--- config.mk ---
export PLATFORM = sky130hd
export DESIGN_NAME = sad_engine
export DESIGN_NICKNAME = d
export VERILOG_FILES = /design/src/rtl/sad_pkg.sv /design/src/rtl/sad_absdiff_tree.sv /design/src/rtl/sad_engine.sv
export SDC_FILE = /design/constraint.sdc
export NUM_CORES = 2
export LEC_CHECK = 0
export ABC_AREA = 0
export ABC_CLOCK_PERIOD_IN_PS = 14950
export CAP_MARGIN = 25
export CELL_PAD_IN_SITES_DETAIL_PLACEMENT = 1
export CELL_PAD_IN_SITES_GLOBAL_PLACEMENT = 1
export CORE_MARGIN = 10
export CORE_UTILIZATION = 35
export CTS_BUF_LIST = sky130_fd_sc_hd__clkbuf_16
export DETAILED_ROUTE_END_ITERATION = 8
export PLACE_DENSITY_LB_ADDON = 0.1
export SLEW_MARGIN = 10
export SYNTH_ARGS = -nofsm -noshare
export SYNTH_HDL_FRONTEND = slang
export SYNTH_SLANG_ARGS = --single-unit
--- constraint.sdc ---
create_clock -name clk -period 14.95 [get_ports clk]
set_clock_uncertainty 0.2 [all_clocks]
set_input_delay 4.485 -clock clk [delete_from_list [all_inputs] [get_ports clk]]
set_output_delay 4.485 -clock clk [all_outputs]
set_load 0.01 [all_outputs]
--- src/rtl/sad_pkg.sv ---
// Shared constants and types for the 16-candidate SAD producer.
// Optional build macro used by sad_engine: SAD_ENGINE_PERF_CNT_EN.
package sad_pkg;

   localparam int PIX_W = 8;
   localparam int BLK   = 4;
   localparam int RANGE = 4;
   localparam int SUM_W = 12;
   localparam int WIN   = BLK + RANGE - 1;
   localparam int NCAND = RANGE * RANGE;
   localparam int NPIX  = BLK * BLK;
   localparam int NREF  = WIN * WIN;

   typedef enum logic [2:0] {
      ST_IDLE     = 3'd0,
      ST_LOAD_CUR = 3'd1,
      ST_LOAD_REF = 3'd2,
      ST_CALC     = 3'd3,
      ST_DONE     = 3'd4
   } sad_state_t;

   typedef logic [3:0] cand_idx_t;

endpackage

--- src/rtl/sad_absdiff_tree.sv ---
// Combinational SAD of one 4x4 block against one selected 4x4 reference patch:
// 16 absolute differences reduced by a balanced 4-level adder tree.
module sad_absdiff_tree
   import sad_pkg::*;
(
   input  logic [PIX_W-1:0] cur_i [NPIX],
   input  logic [PIX_W-1:0] ref_i [NPIX],
   output logic [SUM_W-1:0] sad_o
);

   // Difference is taken one bit wider and signed so the magnitude never wraps.
   function automatic logic [PIX_W-1:0] abs_diff(input logic [PIX_W-1:0] a,
                                                 input logic [PIX_W-1:0] b);
      logic signed [PIX_W:0] d;
      d = $signed({1'b0, a}) - $signed({1'b0, b});
      return d[PIX_W] ? PIX_W'(-d) : PIX_W'(d);
   endfunction

   logic [SUM_W-1:0] lvl0 [NPIX];
   logic [SUM_W-1:0] lvl1 [NPIX/2];
   logic [SUM_W-1:0] lvl2 [NPIX/4];
   logic [SUM_W-1:0] lvl3 [NPIX/8];

   always_comb begin
      for (int n = 0; n < NPIX; n++) begin
         lvl0[n] = SUM_W'(abs_diff(cur_i[n], ref_i[n]));
      end
      for (int n = 0; n < NPIX/2; n++) begin
         lvl1[n] = lvl0[2*n] + lvl0[2*n+1];
      end
      for (int n = 0; n < NPIX/4; n++) begin
         lvl2[n] = lvl1[2*n] + lvl1[2*n+1];
      end
      for (int n = 0; n < NPIX/8; n++) begin
         lvl3[n] = lvl2[2*n] + lvl2[2*n+1];
      end
      sad_o = lvl3[0] + lvl3[1];
   end

endmodule

--- src/rtl/sad_engine.sv ---
// SAD producer: loads a 4x4 block and 7x7 window, emits 16 candidate SADs with a sums_valid pulse.
// Optional SAD_ENGINE_PERF_CNT_EN adds a 16-bit wrapping blk_count of completed blocks.
module sad_engine
   import sad_pkg::*;
(
   input  logic             clk,
   input  logic             rst_n,
   input  logic             start,
   input  logic             pix_valid,
   input  logic [PIX_W-1:0] pix_data,
   output logic             pix_ready,
   output logic             busy,
   output logic             sums_valid,
`ifdef SAD_ENGINE_PERF_CNT_EN
   output logic [15:0]      blk_count,
`endif
   output logic [SUM_W-1:0] sum0,
   output logic [SUM_W-1:0] sum1,
   output logic [SUM_W-1:0] sum2,
   output logic [SUM_W-1:0] sum3,
   output logic [SUM_W-1:0] sum4,
   output logic [SUM_W-1:0] sum5,
   output logic [SUM_W-1:0] sum6,
   output logic [SUM_W-1:0] sum7,
   output logic [SUM_W-1:0] sum8,
   output logic [SUM_W-1:0] sum9,
   output logic [SUM_W-1:0] sum10,
   output logic [SUM_W-1:0] sum11,
   output logic [SUM_W-1:0] sum12,
   output logic [SUM_W-1:0] sum13,
   output logic [SUM_W-1:0] sum14,
   output logic [SUM_W-1:0] sum15
);

   sad_state_t       state_q, state_d;
   logic [5:0]       beat_q, beat_d;
   cand_idx_t        cand_q, cand_d;
   logic [PIX_W-1:0] cur_q   [NPIX];
   logic [PIX_W-1:0] ref_q   [NREF];
   logic [PIX_W-1:0] win_sel [NPIX];
   logic [SUM_W-1:0] sum_q   [NCAND];
   logic [SUM_W-1:0] sad;
   logic             beat;

   assign pix_ready  = (state_q == ST_LOAD_CUR) || (state_q == ST_LOAD_REF);
   assign busy       = (state_q != ST_IDLE);
   assign sums_valid = (state_q == ST_DONE);
   assign beat       = pix_valid & pix_ready;

   always_comb begin
      state_d = state_q;
      beat_d  = beat_q;
      cand_d  = cand_q;
      case (state_q)
         ST_IDLE: begin
            beat_d = '0;
            cand_d = '0;
            if (start) state_d = ST_LOAD_CUR;
         end
         ST_LOAD_CUR: begin
            if (beat) begin
               if (beat_q == 6'(NPIX - 1)) begin
                  beat_d  = '0;
                  state_d = ST_LOAD_REF;
               end else begin
                  beat_d = beat_q + 6'd1;
               end
            end
         end
         ST_LOAD_REF: begin
            if (beat) begin
               if (beat_q == 6'(NREF - 1)) begin
                  beat_d  = '0;
                  cand_d  = '0;
                  state_d = ST_CALC;
               end else begin
                  beat_d = beat_q + 6'd1;
               end
            end
         end
         ST_CALC: begin
            cand_d = cand_q + 4'd1;
            if (cand_q == cand_idx_t'(NCAND - 1)) state_d = ST_DONE;
         end
         ST_DONE: state_d = ST_IDLE;
         default: state_d = ST_IDLE;
      endcase
   end

   // Pixel buffers carry no reset; contents are only meaningful after a full load.
   always_ff @(posedge clk) begin
      if (state_q == ST_LOAD_CUR && beat) cur_q[beat_q[3:0]] <= pix_data;
      if (state_q == ST_LOAD_REF && beat) ref_q[beat_q]      <= pix_data;
   end

   // Candidate k selects the 4x4 patch at row offset k>>2, column offset k&3.
   always_comb begin
      for (int i = 0; i < BLK; i++) begin
         for (int j = 0; j < BLK; j++) begin
            win_sel[i*BLK + j] =
               ref_q[6'((i + int'(cand_q[3:2])) * WIN + j + int'(cand_q[1:0]))];
         end
      end
   end

   sad_absdiff_tree u_tree (
      .cur_i (cur_q),
      .ref_i (win_sel),
      .sad_o (sad)
   );

   always_ff @(posedge clk) begin
      if (!rst_n) begin
         state_q <= ST_IDLE;
         beat_q  <= '0;
         cand_q  <= '0;
         for (int n = 0; n < NCAND; n++) sum_q[n] <= '0;
      end else begin
         state_q <= state_d;
         beat_q  <= beat_d;
         cand_q  <= cand_d;
         if (state_q == ST_CALC) sum_q[cand_q] <= sad;
      end
   end

`ifdef SAD_ENGINE_PERF_CNT_EN
   logic [15:0] blk_cnt_q;

   always_ff @(posedge clk) begin
      if (!rst_n)          blk_cnt_q <= '0;
      else if (sums_valid) blk_cnt_q <= blk_cnt_q + 16'd1;
   end

   assign blk_count = blk_cnt_q;
`endif

   assign sum0  = sum_q[0];
   assign sum1  = sum_q[1];
   assign sum2  = sum_q[2];
   assign sum3  = sum_q[3];
   assign sum4  = sum_q[4];
   assign sum5  = sum_q[5];
   assign sum6  = sum_q[6];
   assign sum7  = sum_q[7];
   assign sum8  = sum_q[8];
   assign sum9  = sum_q[9];
   assign sum10 = sum_q[10];
   assign sum11 = sum_q[11];
   assign sum12 = sum_q[12];
   assign sum13 = sum_q[13];
   assign sum14 = sum_q[14];
   assign sum15 = sum_q[15];

endmodule

==> out/metrics.cfg <==
[run_status]
outcome=complete, no violations

[timing]
relSlewSlack_pct=14.79
final.period_utilization_pct=90.67
tightest_slew_ns=1.265
setup-tns-final_ns=0
finalMaxSlewViolations=0
final_hold_viol_count=0
worst_slack_ns=1.395
period_needed_ns=13.55
fmax_ghz=0.07377
setup_viol=0
rsz0062_at_grt=no

[logic_synthesis]
netlist.area_leader.share_pct=31.21
synth_top_family_by_area=multiplexers
syn-instance-count=5699
synth.avg_cell_area_um2=12.02
ys.flop_type=edfxtp_1
synth_area_leaders=edfxtp_1, mux4_2, mux2i_1
syn-num-nets=6067
yosys_warnings=0
synthDistinctLibCells=74
synth_mux_area_share_pct=36.10
yosys.area_share.simple_pct=8.182
netlist_area_um2=68510
yosysSeqAreaShare_pct=31.59
synth_seq_cells=725
post_synth_fa_ha_maj_area_fraction_pct=7.510
async_reset_ff_share_pct=0
synth_top_area_cell=edfxtp_1
synth_edf_count=712
synth_xor_area_share_pct=3.293
synth_compound_area_share_pct=9.254

[floorplanning]
start_util_pct=35.17
die_w_um=462.4
die-area_um2=213800
coreArea_um2=194800
rows=162
die_h_um=462.4
ios=207

[worst_setup_path]
cp.required_ns=15.28
reg2regPathDepth=37
start_kind=flop
cp_num_buf_inv=7
cp-startpoint=cand_q[3]$_SDFFE_PN0P_
reg2reg_to=sum_q[11][11]$_SDFFCE_PN0P_
cp_slowest_cell=fa_2
critical-path-top-delay-family=adder cells
criticalPathCategory=flop to flop
crit_fanout=16
reg2reg_from=cand_q[3]$_SDFFE_PN0P_
cp.depth=37
cp.arrival_ns=13.88
cp-end-kind=flop
setup.worst_path.end=sum_q[11][11]$_SDFFCE_PN0P_
critPathMaxStageDelay_ns=1.17
rrSetupSlack_ns=1.40

[clock_tree]
clk_path_buf_depth=3
htree_levels=3
clk_latency_ns=0.81
root_buffer=clkbuf_16
clock-sinks=725
clkTransAtPathRegs_ns=0.06
ctsHoldBuffers=0
cts_inserted_buffers=89
tritoncts=done
ctsResizeCount=0
cts_setup_buffers=0

[drt]
drt-total-wl_mm=382.3
first_iter_violations=8474
vias_per_cell=6.763
ant_nets=0
dr.pass1.iters=6
vias=58550
drc=0
wire_per_inst_um=44.15

[global_route]
grt_antenna_before_repair=48
grt_usage_pct=34.45
grt.overflow.total=0
first_global_vias=56010
grt_max_degree=94
grt_pass1_wl_mm=508.5

[final_layout]
final_util_pct=40.47
final_layout_size_suffix_gt1_share_pct=27.37
syn_to_final_growth_pct=15.07
final_cells=8658
fillers=20540
final_nets=6303

[place]
port_buffers=206
hpwl_mm=292.4
place_inst=8438
gp_congestion=1.078
place_ws_ns=1.584

[pwr]
powerDensity_nw_per_um2=270.4
p_leak_nw=28.11
peakVddDrop_uv=2430

[min_path]
min_path_type=flop to flop

[run]
drv_cap=0

==> cell usage in the layout, fill, tap and decap left out, types with 19 or more instances in the layout <==
master | netlist | layout
mux4_2 | 818 | 818
edfxtp_1 | 712 | 712
nor2_1 | 488 | 486
mux2i_1 | 413 | 392
nand2_1 | 376 | 376
buf_4 | 32 | 299
o21ai_0 | 300 | 285
inv_1 | 260 | 270
ha_1 | 264 | 260
a21oi_1 | 235 | 231
clkdlybuf4s50_1 | 0 | 198
mux2_2 | 193 | 193
xnor2_1 | 180 | 152
o211ai_1 | 90 | 90
clkbuf_16 | 0 | 89
fa_1 | 92 | 79
nor2b_1 | 70 | 70
a211oi_1 | 64 | 62
nor3_1 | 63 | 62
xor2_1 | 67 | 61
and3_1 | 60 | 60
nand3_1 | 61 | 59
a21o_1 | 58 | 58
o21a_1 | 43 | 43
o22ai_1 | 32 | 31
nand2b_1 | 29 | 29
xnor2_2 | 3 | 27
or3_1 | 25 | 25
diode_2 | 0 | 24
a221oi_1 | 24 | 24
and2_1 | 22 | 22
buf_12 | 0 | 21
mux2i_2 | 0 | 20
o31ai_1 | 19 | 19
clkinv_1 | 0 | 19
==> where the power goes <==
| part | switching, mW | internal, mW |
|---|---|---|
| registers | 0.0252 | 2.27 |
| clock network | 1.02 | 1.33 |
| logic | 11.6 | 5.08 |
| total | 12.6 | 8.69 |
==> kinds of logic (layout without fill, tap and decap cells) <==
group	Yosys count	count (layout)
compound gates	1013	1013
xor+xnor	252	252
fa+ha+maj	356	356
buf+inv	674	985
flops	725	725
mux	1424	1424
other cells	0	24
simple gates	1255	1255
==> state kept, by name, indices dropped and copies added (netlist names) <==
register / count
state_q: 3
sum_q: 192
beat_q: 6
cand_q: 4
ref_q: 392
cur_q: 128
==> layer usage <==
| layer | vias up | share of wire [%] | global-route usage [%] |
|---|---|---|---|
| met2 | 4118 | 42 | 49.31 |
| met1 | 30540 | 37 | 42.29 |
| met4 | 32 | 8.8 | 24.61 |
| met3 | 1022 | 12 | 13.27 |
| met5 | - | 0.054 | 0 |
| li1 | 22840 | - | - |
==> worst min-delay path by stage <==
stage                                start                      to  slack (ns)  depth (start not counted)
CTS                 beat_q[0]$_SDFFE_PN0P_  beat_q[0]$_SDFFE_PN0P_        0.42                          2
global route        beat_q[0]$_SDFFE_PN0P_  beat_q[0]$_SDFFE_PN0P_        0.47                          2
finish              beat_q[3]$_SDFFE_PN0P_  beat_q[5]$_SDFFE_PN0P_        0.42                          3
global placement    beat_q[0]$_SDFFE_PN0P_  beat_q[0]$_SDFFE_PN0P_        0.41                          2
floorplan           beat_q[4]$_SDFFE_PN0P_  beat_q[4]$_SDFFE_PN0P_        0.31                          2
detailed placement  beat_q[0]$_SDFFE_PN0P_  beat_q[0]$_SDFFE_PN0P_        0.41                          2
==> synthesized netlist by cell type (90+ instances only) <==
master and n:
a21oi_1 235, buf_2 101, clkbuf_1 225, edfxtp_1 712, fa_1 92, ha_1 264
inv_1 260, mux2_2 193, mux2i_1 413, mux4_2 818, nand2_1 376, nor2_1 488
o211ai_1 90, o21ai_0 300, xnor2_1 180
==> tightest hold or removal path, stage by stage (launching register included) <==
cell and delay, ns:
dfxtp_1 0.33, nand2_1 0.09, or3_1 0.10, a21oi_1 0.05
==> layout make-up <==
type	instances	area (µm²)	area share (%)
flip-flops and latches	725	21640	27.45
well taps	2624	3283	4.165
repair buffers	555	4995	6.336
clock buffers	89	2227	2.825
multi-input cells	4300	44740	56.76
clock inverters	77	892.1	1.132
inverters	264	992.2	1.259
diodes	24	60.06	0.07618
==> stage by stage <==
step | hold slack, ns | area [µm²] | power (mW)
after floorplan | 0.3109 | 68510 | 11.46
after global placement | 0.4126 | 75070 | 18.96
after detailed placement | 0.4109 | 75360 | 19.17
after CTS | 0.4178 | 78480 | 21.55
after global routing | 0.4681 | 78790 | 22.51
final | 0.4219 | 78830 | 21.32
Note: power is estimated with default switching activity, not from simulation.
